<file path="config.mk">
export PLATFORM = sky130hd
export DESIGN_NAME = blake2s_block_fmt
export DESIGN_NICKNAME = d
export VERILOG_FILES = /design/src/rtl/blake2s_block_fmt.sv
export SDC_FILE = /design/constraint.sdc
export NUM_CORES = 1
export LEC_CHECK = 0
export ABC_AREA = 0
export BUFFER_PORTS_ARGS = -buffer_cell sky130_fd_sc_hd__buf_2
export CORE_ASPECT_RATIO = 1.25
export CORE_UTILIZATION = 30
export DETAILED_ROUTE_END_ITERATION = 10
export GPL_TIMING_DRIVEN = 0
export PLACE_DENSITY_LB_ADDON = 0.12
export SETUP_SLACK_MARGIN = 0.5
export SLEW_MARGIN = 20
export SYNTH_ARGS = -nofsm -noshare
export SYNTH_HDL_FRONTEND = slang
export SYNTH_SLANG_ARGS = --single-unit
</file>
<file path="constraint.sdc">
create_clock -name clk -period 4.2 [get_ports clk]
set_input_delay 0.21 -clock clk [delete_from_list [all_inputs] [get_ports clk]]
set_output_delay 0.21 -clock clk [all_outputs]
set_load 0.05 [all_outputs]
</file>
<file path="src/rtl/blake2s_block_fmt.sv">
// Block formatter in front of the BLAKE2s core: collects key/message bytes
// into a one-block buffer, then replays each block as indexed byte beats with
// zero padding derived from the fill count, plus first/last block flags.
module blake2s_block_fmt #(
    parameter int BLOCK_BYTES = 64,
    parameter int LL_W        = 64
) (
    input  logic                           clk,
    input  logic                           reset,
    input  logic                           start_i,
    input  logic [6:0]                     kk_i,
    input  logic                           empty_i,
    input  logic                           byte_v_i,
    input  logic [7:0]                     byte_i,
    input  logic                           byte_last_i,
    output logic                           byte_rdy_o,
    input  logic                           core_ready_i,
    output logic                           data_v_o,
    output logic [7:0]                     data_o,
    output logic [$clog2(BLOCK_BYTES)-1:0] data_idx_o,
    output logic                           block_first_o,
    output logic                           block_last_o,
    output logic [6:0]                     kk_o,
    output logic [LL_W-1:0]                ll_o,
    output logic                           busy_o
);
    localparam int         IDX_W  = $clog2(BLOCK_BYTES);
    localparam int         CNT_W  = IDX_W + 1;
    localparam logic [6:0] KK_MAX = 7'd32;

    typedef enum logic [2:0] {S_IDLE, S_KEY, S_FILL, S_WAIT, S_DRAIN} state_t;

    state_t           state_q;
    logic [7:0]       buf_q [BLOCK_BYTES];
    logic [CNT_W-1:0] cnt_q;
    logic             first_q;
    logic             last_q;
    logic [6:0]       kk_clamp;
    logic             accept;
    logic [IDX_W-1:0] idx_nxt;
    logic [7:0]       beat_nxt;

    // Clamped key length, handshake strobe and the byte for the next beat
    always_comb begin
        kk_clamp = (kk_i > KK_MAX) ? KK_MAX : kk_i;
        accept   = byte_rdy_o & byte_v_i;
        idx_nxt  = (state_q == S_DRAIN) ? data_idx_o + IDX_W'(1) : '0;
        beat_nxt = ({1'b0, idx_nxt} < cnt_q) ? buf_q[idx_nxt] : 8'h00;
    end

    // Block buffer: written at the fill count, never cleared
    always_ff @(posedge clk) begin
        if (!reset && accept) begin
            buf_q[cnt_q[IDX_W-1:0]] <= byte_i;
        end
    end

    // Control FSM with registered handshake and beat outputs
    always_ff @(posedge clk) begin
        if (reset) begin
            state_q       <= S_IDLE;
            cnt_q         <= '0;
            first_q       <= 1'b0;
            last_q        <= 1'b0;
            byte_rdy_o    <= 1'b0;
            data_v_o      <= 1'b0;
            data_o        <= '0;
            data_idx_o    <= '0;
            block_first_o <= 1'b0;
            block_last_o  <= 1'b0;
            kk_o          <= '0;
            ll_o          <= '0;
            busy_o        <= 1'b0;
        end else begin
            case (state_q)
                S_IDLE: begin
                    if (start_i) begin
                        kk_o    <= kk_clamp;
                        ll_o    <= '0;
                        cnt_q   <= '0;
                        first_q <= 1'b1;
                        busy_o  <= 1'b1;
                        if (kk_clamp != '0) begin
                            state_q    <= S_KEY;
                            last_q     <= 1'b0;
                            byte_rdy_o <= 1'b1;
                        end else if (empty_i) begin
                            state_q <= S_WAIT;
                            last_q  <= 1'b1;
                        end else begin
                            state_q    <= S_FILL;
                            last_q     <= 1'b0;
                            byte_rdy_o <= 1'b1;
                        end
                    end
                end
                S_KEY: begin
                    if (accept) begin
                        cnt_q <= cnt_q + CNT_W'(1);
                        // byte_last_i before the final key byte is ignored
                        if (cnt_q + CNT_W'(1) == CNT_W'(kk_o)) begin
                            state_q    <= S_WAIT;
                            byte_rdy_o <= 1'b0;
                            last_q     <= byte_last_i;
                        end
                    end
                end
                S_FILL: begin
                    if (accept) begin
                        cnt_q <= cnt_q + CNT_W'(1);
                        ll_o  <= ll_o + LL_W'(1);
                        if (cnt_q == CNT_W'(BLOCK_BYTES - 1) || byte_last_i) begin
                            state_q    <= S_WAIT;
                            byte_rdy_o <= 1'b0;
                            last_q     <= byte_last_i;
                        end
                    end
                end
                S_WAIT: begin
                    if (core_ready_i) begin
                        state_q       <= S_DRAIN;
                        data_v_o      <= 1'b1;
                        data_idx_o    <= '0;
                        data_o        <= beat_nxt;
                        block_first_o <= first_q;
                        block_last_o  <= last_q;
                    end
                end
                S_DRAIN: begin
                    if (data_idx_o == IDX_W'(BLOCK_BYTES - 1)) begin
                        data_v_o      <= 1'b0;
                        data_o        <= '0;
                        data_idx_o    <= '0;
                        block_first_o <= 1'b0;
                        block_last_o  <= 1'b0;
                        first_q       <= 1'b0;
                        cnt_q         <= '0;
                        if (last_q) begin
                            state_q <= S_IDLE;
                            busy_o  <= 1'b0;
                        end else begin
                            state_q    <= S_FILL;
                            byte_rdy_o <= 1'b1;
                        end
                    end else begin
                        data_idx_o <= idx_nxt;
                        data_o     <= beat_nxt;
                    end
                end
                default: state_q <= S_IDLE;
            endcase
        end
    end
endmodule

</file>
### After elaboration in Yosys (flattened, before gate mapping)

Memory sizes are Yosys's and may differ from the RTL's.
Cells that the tools add are included.

| storage, ports and cells | value |
|---|---|
| flip-flop bits (word level) | 102 |
| RAM bits | 512 |
| input bits | 22 |
| output and inout port bits | 90 |
| memories | 1 |

| operators by class | value |
|---|---|
| $add $sub $neg | 3 |
| order comparisons | 2 |
| eq/ne operators | 18 |
| muxes and demuxes | 59 |
| bitwise gates (word level) | 1 |
| reductions and logical operators | 22 |

Memories:

| memory | depth | bits a word | rd ports | clocked after memory_dff | wr ports | RTL line | RTL |
|---|---|---|---|---|---|---|---|
| buf_q | 64 | 8 | 1 | 0 | 1 | 34 | `logic [7:0] buf_q [BLOCK_BYTES];` |

Operators with widths:

| cell | count |
|---|---|
| two-way mux 64 bit | 2 |
| one-hot mux 64 bit (2 select lines) | 1 |
| adder 64 x 1 -> 64 bit, second input constant | 1 |
| two-way mux 7 bit | 4 |
| two-way mux 1 bit | 26 |
| two-way mux 8 bit | 3 |
| two-way mux 3 bit | 7 |
| one-hot mux 7 bit (3 select lines) | 1 |
| two-way mux 6 bit | 3 |
| != test 2 bit, second input constant | 8 |
| one-hot mux 8 bit (2 select lines) | 1 |
| one-hot mux 3 bit (5 select lines) | 1 |
| one-hot mux 6 bit (2 select lines) | 1 |
| one-hot mux 1 bit (2 select lines) | 5 |
| AND reduction 3 bit | 3 |
| AND reduction 9 bit | 1 |
| AND reduction 4 bit | 2 |
| adder 7 x 1 -> 7 bit, second input constant | 1 |
| == test 7 x 6 -> 1 bit, second input constant | 1 |
| == test 7 bit | 1 |
| greater-than comparator 7 x 6 -> 1 bit, second input constant | 1 |
| < comparator 6 x 7 -> 1 bit | 1 |
| AND reduction 7 bit | 1 |
| nonzero test 7 bit | 1 |
| 21 further kinds | 28 |

### Depth between registers and ports, before layout

Gate-level depths: netlist (run 1).

| depth | value |
|---|---|
| word-level depth | 6 |
| mapped depth | 15 |
| depth with buffers taken out | 12 |

### Worst setup path after synthesis (run 1)

OpenSTA, ideal clock, no wires.

| timing | value |
|---|---|
| path type | register to register |
| from | register data_idx_o[0] |
| to | register data_o[0] |
| data arrival time | 3.655 ns |
| required time | 4.073 ns |
| path slack | 0.418 ns |
| stages on the path, launching flop included | 16 |
| period minus slack after synthesis | 3.782 ns |
| cell sequence | dfxtp_1 > ha_1 > xor2_2 > nand2_2 > inv_2 > buf_4 > buf_2 > buf_2 > ha_1 > nor3b_1 > a211oi_1 > o21ai_0 > nand2_1 > nor2_4 > a311oi_2 > or3b_1 |

| on the way | value |
|---|---|
| longest elaborated chain between the ends | 6 |
| elaborated cells on any way between the ends | 9 |

RTL lines:

| what | RTL line | RTL |
|---|---|---|
| start, declared | 20 | `output logic [$clog2(BLOCK_BYTES)-1:0] data_idx_o,` |
| start signal, assigned | 146 | `data_idx_o <= idx_nxt;` |
| adder 6 x 1 -> 6 bit | 47 | `idx_nxt = (state_q == S_DRAIN) ? data_idx_o + IDX_W'(1) : '0;` |
| two-way mux 6 bit | 47 |  |
| memory (64 x 8 bit) or < comparator 6 x 7 -> 1 bit (tied branches) | n/a |  |
| two-way mux 8 bit | 48 | `beat_nxt = ({1'b0, idx_nxt} < cnt_q) ? buf_q[idx_nxt] : 8'h00;` |
| two-way mux 8 bit, on equally long branches | 130, 120 |  |
| one-hot mux 8 bit (2 select lines) (*) | 75 | `case (state_q)` |
| end signal, assigned | 124 | `data_o <= beat_nxt;` |
| end signal, assigned | 147 | `data_o <= beat_nxt;` |
| end, declared | 19 | `output logic [7:0] data_o,` |

Every way passes the cells marked *; elsewhere a longest branch is shown, timed or not. The select of a mux whose other input is x is not followed.
A chain may end at the register's enable or synchronous reset.

### Worst setup path in the final report (run 1)

| timing | value |
|---|---|
| from | register state_q[1] |
| to | register data_o[3] |

| on the way | value |
|---|---|
| longest elaborated chain between the ends | 6 |
| elaborated cells on any way between the ends | 12 |

RTL lines:

| what | RTL line | RTL |
|---|---|---|
| start, declared | 33 | `state_t state_q;` |
| start signal, assigned | 61 | `state_q <= S_IDLE;` |
| start signal, assigned | 84 | `state_q <= S_KEY;` |
| start signal, assigned | 88 | `state_q <= S_WAIT;` |
| == test 3 bit | 47, 75 |  |
| two-way mux 6 bit | 47 |  |
| memory (64 x 8 bit) or < comparator 6 x 7 -> 1 bit (tied branches) | n/a |  |
| two-way mux 8 bit | 48 |  |
| two-way mux 8 bit, on equally long branches | 130, 120 |  |
| one-hot mux 8 bit (2 select lines) | 75 |  |

Parallel ways exist; a longest one is shown, timed or not. The select of a mux whose other input is x is not followed.

==> results.ini, run 1 <==
[global_routing]
antenna_found_initial=6
grt_pass1_wl_mm=153
grt_overflow=0
grt_pass1_vias=18700
grt_max_degree=65
grt_use_total=0.258

[synth]
syn_area_um2=25500
yosysTopAreaCell=edfxtp_1
synth_area_per_cell_um2=12.9
synth-seq-area-share=0.684
synth_nets=2004
synthCells=1974
synthTopCellsByArea=edfxtp_1 60%, dfxtp_1 8.0%, nor2_1 3.0%, nand2_1 3.0%, mux2i_1 2.4%
synth-main-ff-cell=edfxtp_1
yosys.cell_types.count=80
synth_edf_count=512
synth-seq-cells=614
synth_top_area_frac=0.603
async_flop_share=0
synth_warnings=0

[routing]
wl_per_cell_um=33.7
wl_met1_mm=42.7
drtPass1Iterations=6
wl_mm=112
vias_per_cell=5.71
drt_iter0_markers=2122
dr_wl_met3_mm=8.97
ant_nets=0
route.detailed.drc=0
routed-via-count=19000
dr_wl_met2_mm=53.9
routed.top_layer=met5

[power_and_ir_drop]
pwr_density_cell_nw_per_um2=443
p_int_mw=10.2
combPwrFrac=0.061
switchingPower_mw=3.16
peakVddDrop_uv=209
p_leak_nw=9.84
power_frac_clock=0.442
seqPwrFrac=0.496
finalPower_mw=13.4
switching_share=0.236

[floorplanning]
std_cell_rows=119
die_width_um=263
io_pins=112
core_area_um2=84100
dieArea_um2=86100
die_height_um=328
start_util=0.303

[layout]
stdcell_area_um2=30300
final_cell_mix=512 x edfxtp_1, 204 x nand2_1, 202 x nor2_1, 131 x buf_2, 99 x dfxtp_1
nFillCells=8212
layout_commonest_cell=edfxtp_1
fin_nets=2212
instances_no_fill=3323
drive_above_1_share=0.159
area_delta_synth_final_pct=18.7

[cts]
tritoncts=done
clockRootBuffer=clkbuf_16
cts.clk_slew.worst_paths_ns=0.06
cts_sinks=614
htree_num_levels=3
clk_latency_ns=0.64
clockBufferDepth=3
cts-buffers-inserted=69

[setup_path]
cp-end-kind=register
worstSetupStartpointType=register
crit_start=state_q[1]$_SDFFE_PP0P_
rr_startpoint=state_q[1]$_SDFFE_PP0P_
crit_arrival_ns=4.36
path_class=register to register
worstPathMaxFanout=10
cp_data_required_time_ns=4.77

[timing]
layout_min_cycle_time_ns=3.80
post-route-period-util=0.904
tns_ns=0
drv_slew=0
max_slew_margin=0.176
fin_skew_ns=0.0287
fmax_mhz=263
rsz0062_at_grt=true
setup-violations-final=0
hold_viol=0
worstMarginPinSlew_ns=1.24

[place]
hpwl_mm=74.6
gp_congestion=0.997
io_buffers=110
place_area_um2=27500
dp_cells=3177

[run_status]
status=finished clean

[job]
drv_cap=0

[worst_hold_path]
worstHoldPathType=input port to register
min_from=kk_i[5]

[area by class of cell]
cell class,instances,area [um^2],area share
diodes,1,2.50,0.0000827
plain buffers,121,716,0.0237
clock buffers,93,1900,0.0629
clock inverters,29,230,0.00761
inverters,20,109,0.00360
multi-input cells,1219,7650,0.253
flip-flops and latches,614,17400,0.576
well taps,1089,1360,0.0450
repair buffers,137,857,0.0283
[layer usage]
layer | GRT usage | up-vias
li1 | - | 7960
met1 | 0.309 | 9719
met2 | 0.432 | 1009
met3 | 0.0522 | 274
met4 | 0.146 | 6
met5 | 0 | -
[power groups by stage]
stage                     Clock, mW  Sequential (mW)  Combinational, mW
after floorplan                   0             6.81              0.373
after global placement            0             6.78              0.770
after detailed placement          0             6.78              0.785
after CTS                      5.97             6.65              0.810
after global routing           6.20             6.65              0.864
final                          5.93             6.65              0.819
[logic make-up (layout without fill, tap and decap cells)]
kind of cell,after synthesis,count (layout),synth area share
AND/OR/NAND/NOR,690,690,0.126
flip-flops,614,614,0.684
AO/OA/AOI/OAI,369,369,0.100
buffers and inverters,141,400,0.0237
multiplexers,85,85,0.0395
XOR/XNOR,67,67,0.0233
adder cells (fa/ha/maj),8,8,0.00393
other,0,1,0
[cell usage after synthesis (all sizes together), types with 4 or more instances]
master,number
edfxtp,512
nor2,208
nand2,207
dfxtp,102
nand3,90
a21oi,82
clkbuf,65
mux2i,60
o21ai,58
buf,56
nor3,39
xor2,39
a221oi,34
a211oi,30
nand4,29
a311oi,28
xnor2,28
and2,26
a31oi,23
o22ai,22
nor4,19
or3,18
inv,17
mux2,14
nand2b,13
a2bb2oi,12
mux4,11
o211ai,10
o221ai,10
a22oi,8
a32oi,8
and3,8
and4,8
ha,8
nor2b,5
o311ai,5
or4,5
a22o,4
[per-stage QoR]
step	setup WS, ns	util	hold WS, ns
6_report	0.402	0.360	0.0336
5_1_grt	0.497	0.360	0.0734
4_1_cts	0.452	0.359	0.00194
3_5_place_dp	-2.15	0.327	0.454
3_3_place_gp	-2.28	0.326	0.445
2_1_floorplan	0.649	-	0.309
[sequential cells by signal (all words and copies together), names as in the netlist]
| register | cells |
|---|---|
| block_first_o | 1 |
| block_last_o | 1 |
| buf_q | 512 |
| busy_o | 1 |
| byte_rdy_o | 1 |
| cnt_q | 7 |
| data_idx_o | 6 |
| data_o | 8 |
| data_v_o | 1 |
| first_q | 1 |
| kk_o | 7 |
| last_q | 1 |
| ll_o | 64 |
| state_q | 3 |
[critical path, stage by stage (launching register included)]
cell and delay (ns):
dfxtp_1 0.32, buf_2 0.27, or4b_1 0.26, buf_2 0.37
buf_2 0.43, buf_2 0.55, a221oi_1 0.16, a211oi_1 0.41
nor3_1 0.17, nor4_1 0.58, nand4b_1 0.20
[what timing repair did]
action	4_1_cts	5_1_grt
pin swaps	5	1
endpoints found under the hold margin	34	0
hold buffers	13	0
gates resized for setup	90	33
endpoints found under the setup margin	16	8
setup buffers	10	0
[final timing paths]
kind | to | slack (ns) | cells after the start
max | data_o[3]$_SDFFE_PP0P_ | 0.40 | 10
min | kk_o[5]$_SDFFE_PP0P_ | 0.03 | 3
max reg2reg | data_o[3]$_SDFFE_PP0P_ | 0.40 | 10
min reg2reg | ll_o[1]$_SDFFE_PP0P_ | 0.48 | 2
No activity file was read; power rests on OpenSTA's default activity.
==> inputs of run 2 (changes only) <==
==> constraint.sdc (replaced) <==
create_clock -name clk -period 4.2 [get_ports clk]
set_input_delay 0 -clock clk [delete_from_list [all_inputs] [get_ports clk]]
set_output_delay 0 -clock clk [all_outputs]
set_load 0.05 [all_outputs]
==> run 2 against run 1 <==
Net effect: the flow now finishes with violations (hold timing); clock skew is 0.0015 ns lower; hold slack worse by 0.074 ns; non-clock buffer count grew 8; clock-buffer cell count unchanged; die area stayed put; sequential cell count unchanged; sequential share of layout area shrank 0.16 points; critical path type unchanged.
==> results.ini, run 2 (synthesis results as in run 1) <==
[cts]
clockRootBuffer=clkbuf_16
cts.clk_slew.worst_paths_ns=0.06  ; about the same
cts_sinks=614  ; unchanged
tritoncts=done
htree_num_levels=3  ; unchanged
clk_latency_ns=0.64  ; about the same
cts-buffers-inserted=69  ; unchanged
clockBufferDepth=3  ; unchanged

[floorplanning]
core_area_um2=84100  ; unchanged
dieArea_um2=86100  ; unchanged
std_cell_rows=119  ; unchanged
die_height_um=328  ; unchanged
start_util=0.303  ; unchanged
io_pins=112  ; unchanged
die_width_um=263  ; unchanged

[routing]
wl_per_cell_um=33.7  ; -0.25%
ant_nets=0  ; unchanged
wl_mm=112  ; about the same
drt_iter0_markers=2128  ; +0.28%
routed-via-count=18900  ; -0.23%
route.detailed.drc=0  ; unchanged
vias_per_cell=5.68  ; -0.53%
drtPass1Iterations=7  ; +1

[worst_hold_path]
min_from=byte_i[5]
whs_endpoint=buf_q[25][5]$_DFFE_PP_
holdPathStages=1  ; -2
worstHoldPathType=input port to register

[layout]
instances_no_fill=3333  ; +0.30%
nFillCells=8209  ; -0.037%
area_delta_synth_final_pct=19.1
multi_input_area_um2=7650  ; unchanged
seqCellArea_um2=17400  ; unchanged
final_cell_mix=512 x edfxtp_1, 204 x nand2_1, 202 x nor2_1, 131 x buf_2, 99 x dfxtp_1
largest_reg_flops=512  ; unchanged
layout_commonest_cell=edfxtp_1
drive_above_1_share=0.158  ; -0.000566
fin_nets=2220  ; +0.36%
stdcell_area_um2=30300  ; +0.28%

[setup_path]
r2r_end=data_o[3]$_SDFFE_PP0P_
worstSetupStartpointType=register
max_stage_delay_ns=0.65  ; +0.07 ns
critPathSlowestCell=clkbuf_1
crit_chain=buf_2 -> nor3b_4 -> buf_4 -> nand2_8 -> clkbuf_1 -> clkdlybuf4s15_2 -> nand3_1 -> a31oi_1 -> o21ai_0 -> a32oi_1 -> nand4b_1
worstPathMaxFanout=10  ; unchanged
regToRegSetupSlack_ns=0.42  ; +0.02 ns
crit_buf_inv=4  ; unchanged
path_class=register to register
cp_top_family=buffers and inverters
r2r_cells=11  ; +1
cp_data_required_time_ns=4.71  ; -0.06 ns
worst-path-stages=11  ; +1
crit_arrival_ns=4.29  ; -0.07 ns
cp-end-kind=register
rr_startpoint=state_q[1]$_SDFFE_PP0P_

[power_and_ir_drop]
peakVddDrop_uv=210  ; +0.43%
pwr_density_cell_nw_per_um2=442  ; -0.24%
finalPower_mw=13.4  ; about the same
p_leak_nw=9.88  ; +0.39%

[timing]
fmax_mhz=264  ; +0.41%
hold_viol=27  ; +27
max_slew_margin=0.204  ; +0.0283
post-route-period-util=0.901  ; -0.00365
setup-violations-final=0  ; unchanged
setup_ws_ns=0.418  ; +0.0153 ns
hold_slack_ns=-0.0405  ; -0.0741 ns
fin_skew_ns=0.0272  ; -0.00146 ns
rsz0062_at_grt=true
drv_slew=0  ; unchanged
worstMarginPinSlew_ns=1.19  ; -0.0424 ns
layout_min_cycle_time_ns=3.78  ; -0.0153 ns

[global_routing]
grt_pass1_vias=18700  ; +0.31%
grt_max_degree=65  ; unchanged
grt_overflow=0  ; unchanged
grt_use_total=0.258  ; about the same
grt_pass1_wl_mm=153  ; +0.11%
antenna_found_initial=6  ; unchanged

[place]
hpwl_mm=74.6  ; unchanged
place_area_um2=27500  ; unchanged
post-place-ws_ns=-2.15  ; unchanged
gp_congestion=0.997  ; unchanged
dp_cells=3177  ; unchanged
io_buffers=110  ; unchanged

[run_status]
status=complete, but fails checks
violations=hold timing

[job]
drv_cap=0  ; unchanged

-- run 2: worst reg2reg max path: cells and delay by family (launching register included) --
kind / cells / cell delay (ns)
flops: 1 / 0.32
buf+inv: 4 / 1.74
compound gates: 3 / 1.03
simple gates: 4 / 0.57
-- run 2: per-stage QoR --
stage	TNS (ns)	utilization
after global routing	0	0.361
after global placement	-15.68	0.326
final	0	0.361
after detailed placement	-14.59	0.327
after CTS	0	0.360
after floorplan	0	-
-- run 2: final cells by class --
type | instances | area share
multi-input cells | 1219 | 0.252
repair buffers | 145 | 0.0309
diodes | 3 | 0.000247
plain buffers | 121 | 0.0236
flip-flops and latches | 614 | 0.574
well taps | 1089 | 0.0449
inverters | 20 | 0.00359
clock buffers | 93 | 0.0627
clock inverters | 29 | 0.00759
-- run 2: per-layer routing --
metal / track usage / vias up / routed length (um)
li1: - / 7973 / -
met1: 0.309 / 9619 / 42600
met2: 0.432 / 1044 / 53600
met3: 0.0519 / 283 / 9280
met4: 0.146 / 6 / 6690
met5: 0 / - / 31
-- run 2: repair_timing --
item,in CTS,in global routing
gates cloned,0,0
endpoints found under the hold margin,61,0
hold buffers,21,0
buffers inserted,10,0
pin swaps,5,1
resized for setup,90,33
setup endpoints to repair,16,8
-- run 2: how the worst max path moves through the flow --
stage | startpoint | to
2_1_floorplan | data_idx_o[0]$_SDFFE_PP0P_ | data_o[0]$_SDFFE_PP0P_
3_3_place_gp | data_idx_o[0]$_SDFFE_PP0P_ | data_o[3]$_SDFFE_PP0P_
3_5_place_dp | data_idx_o[0]$_SDFFE_PP0P_ | data_o[3]$_SDFFE_PP0P_
4_1_cts | data_idx_o[0]$_SDFFE_PP0P_ | data_o[3]$_SDFFE_PP0P_
5_1_grt | data_idx_o[0]$_SDFFE_PP0P_ | data_o[0]$_SDFFE_PP0P_
6_report | state_q[1]$_SDFFE_PP0P_ | data_o[3]$_SDFFE_PP0P_
-- run 2: report_power, final --
group / internal, mW / switching (mW)
combinational: 0.216 / 0.616
sequential: 6.62 / 0.0261
clock: 3.41 / 2.51
==> inputs of run 3 (changes only) <==
- PLACE_DENSITY: default -> 0.44
- PLACE_DENSITY_LB_ADDON: 0.12 -> default
==> run 3 against run 2 <==
Net effect: the run now ends clean; maximum frequency increased by 1.1%; global-route usage is 0.83 points lower; non-clock buffer count is 1 lower; critical path depth fell by 2; sequential power is essentially flat; via count up 0.48%; clock power about the same; critical path type unchanged.
==> results.ini, run 3 (synthesis results as in run 1) <==
[run_status]
status=finished clean

[cts]
clk_latency_ns=0.63  ; about the same
clockRootBuffer=clkbuf_16
cts_sinks=614  ; unchanged
cts.clk_slew.worst_paths_ns=0.06  ; about the same
clockBufferDepth=3  ; unchanged
tritoncts=done
htree_num_levels=3  ; unchanged
cts-buffers-inserted=67  ; -2.9%

[routing]
drt_iter0_markers=2270  ; +6.7%
wl_per_cell_um=32.7  ; -2.9%
drtPass1Iterations=5  ; -2
route.detailed.drc=0  ; unchanged
wl_mm=109  ; -3.1%
ant_nets=0  ; unchanged
vias_per_cell=5.72  ; +0.66%
routed-via-count=19000  ; +0.48%

[place]
post-place-ws_ns=-2.32  ; -0.171 ns
io_buffers=110  ; unchanged
place_area_um2=27500  ; about the same
gp_congestion=0.980  ; -1.7%
hpwl_mm=71.7  ; -4.0%

[floorplanning]
die_height_um=328  ; unchanged
die_width_um=263  ; unchanged
io_pins=112  ; unchanged
core_area_um2=84100  ; unchanged
start_util=0.303  ; unchanged
std_cell_rows=119  ; unchanged
dieArea_um2=86100  ; unchanged

[job]
drv_cap=0  ; unchanged

[layout]
largest_reg_flops=512  ; unchanged
area_delta_synth_final_pct=19.0  ; about the same
drive_above_1_share=0.170  ; +0.0124
stdcell_area_um2=30300  ; about the same
fin_nets=2217  ; -0.14%
final_cell_mix=512 x edfxtp_1, 204 x nand2_1, 201 x nor2_1, 137 x buf_2, 98 x dfxtp_1
layout_commonest_cell=edfxtp_1

[global_routing]
antenna_found_initial=3  ; -3
grt_pass1_wl_mm=149  ; -2.9%
grt_overflow=0  ; unchanged
grt_use_total=0.249  ; -0.00826
grt_pass1_vias=18500  ; -1.0%
grt_max_degree=65  ; unchanged

[timing]
fmax_mhz=267  ; +1.1%
layout_min_cycle_time_ns=3.74  ; -0.0427 ns
rsz0062_at_grt=true
worstMarginPinSlew_ns=1.13  ; -0.0658 ns
fin_skew_ns=0.0301  ; +0.00288 ns
tns_ns=0  ; unchanged
drv_slew=0  ; unchanged
setup-violations-final=0  ; unchanged
setup_ws_ns=0.460  ; +0.0427 ns
max_slew_margin=0.248  ; +0.0439
post-route-period-util=0.890  ; -0.0102
hold_viol=0  ; -100%

[setup_path]
cp-end-kind=register
r2r_cells=9  ; -2
crit_start=data_idx_o[0]$_SDFFE_PP0P_
regToRegSetupSlack_ns=0.46  ; +0.04 ns
crit_arrival_ns=4.25  ; -0.04 ns
r2r_end=data_o[7]$_SDFFE_PP0P_
crit_chain=ha_4 -> clkbuf_2 -> clkbuf_4 -> buf_2 -> clkbuf_2 -> o21ai_0 -> a21oi_1 -> nor3_2 -> o211ai_1
worstPathMaxFanout=10  ; unchanged
max_stage_delay_ns=0.50  ; -0.15 ns
rr_startpoint=data_idx_o[0]$_SDFFE_PP0P_
cp-endpoint=data_o[7]$_SDFFE_PP0P_
path_class=register to register
cpMostUsedCell=clkbuf_2
worstSetupStartpointType=register
cp_data_required_time_ns=4.71  ; about the same
critPathSlowestCell=clkbuf_2

[worst_hold_path]
holdPathStages=1  ; unchanged
worstHoldPathType=input port to register

[power_and_ir_drop]
peakVddDrop_uv=214  ; +1.9%
finalPower_mw=13.4  ; +0.24%
p_leak_nw=9.90  ; +0.18%
pwr_density_cell_nw_per_um2=443  ; +0.28%

run 3: metrics by stage:
step	util	cells	hold WS [ns]
finish	0.360	3327	0.00252
global route	0.360	3326	0.0291
CTS	0.359	3321	0.00712
detailed placement	0.327	3176	0.247
global placement	0.326	3173	0.245
floorplan	-	1974	0.0989
run 3: layer usage:
metal | part of all wire | wire [um] | GRT usage
met3 | 0.090 | 9740 | 0.0535
met2 | 0.47 | 50600 | 0.406
met4 | 0.063 | 6800 | 0.149
met5 | 0.00028 | 30 | 0
met1 | 0.38 | 41500 | 0.305
run 3: power by group:
part | total, mW | switching, mW | leakage, nW | internal [mW]
clock network | 5.95 | 2.56 | 1.06 | 3.39
logic | 0.830 | 0.619 | 3.41 | 0.211
registers | 6.65 | 0.0282 | 5.43 | 6.62
run 3: worst min path at each step:
stage / start / endpoint / slack [ns]
final: byte_i[6] / buf_q[61][6]$_DFFE_PP_ / 0.003
after global routing: byte_i[6] / buf_q[61][6]$_DFFE_PP_ / 0.03
after CTS: byte_i[7] / buf_q[5][7]$_DFFE_PP_ / 0.007
after detailed placement: kk_i[0] / kk_o[0]$_SDFFE_PP0P_ / 0.25
after global placement: kk_i[0] / kk_o[0]$_SDFFE_PP0P_ / 0.25
after floorplan: byte_i[0] / buf_q[0][0]$_DFFE_PP_ / 0.1
run 3: repair_timing:
item,4_1_cts,5_1_grt
pin swaps,2,5
endpoints found under the setup margin,13,6
endpoints found under the hold margin,61,0
buffers inserted,6,5
hold buffers,20,0
gates resized for setup,91,26
run 3: critical path, delay by kind of cell (launching register included):
family                   cells  cell delay, ns
adder cells (fa/ha/maj)      1            0.28
buffers and inverters        4            1.74
flip-flops                   1            0.39
AO/OA/AOI/OAI                3            1.01
AND/OR/NAND/NOR              1            0.18
run 3: cell type report:
| class | count | area (um^2) |
|---|---|---|
| Timing Repair Buffer | 144 | 925 |
| Sequential cell | 614 | 17400 |
| Inverter | 20 | 104 |
| Fill cell | 8210 | 53800 |
| Clock buffer | 86 | 1870 |
| Tap cell | 1089 | 1360 |
| Antenna cell | 1 | 2.50 |
| Buffer | 121 | 698 |
| Multi-Input combinational cell | 1219 | 7670 |
| Clock inverter | 33 | 272 |
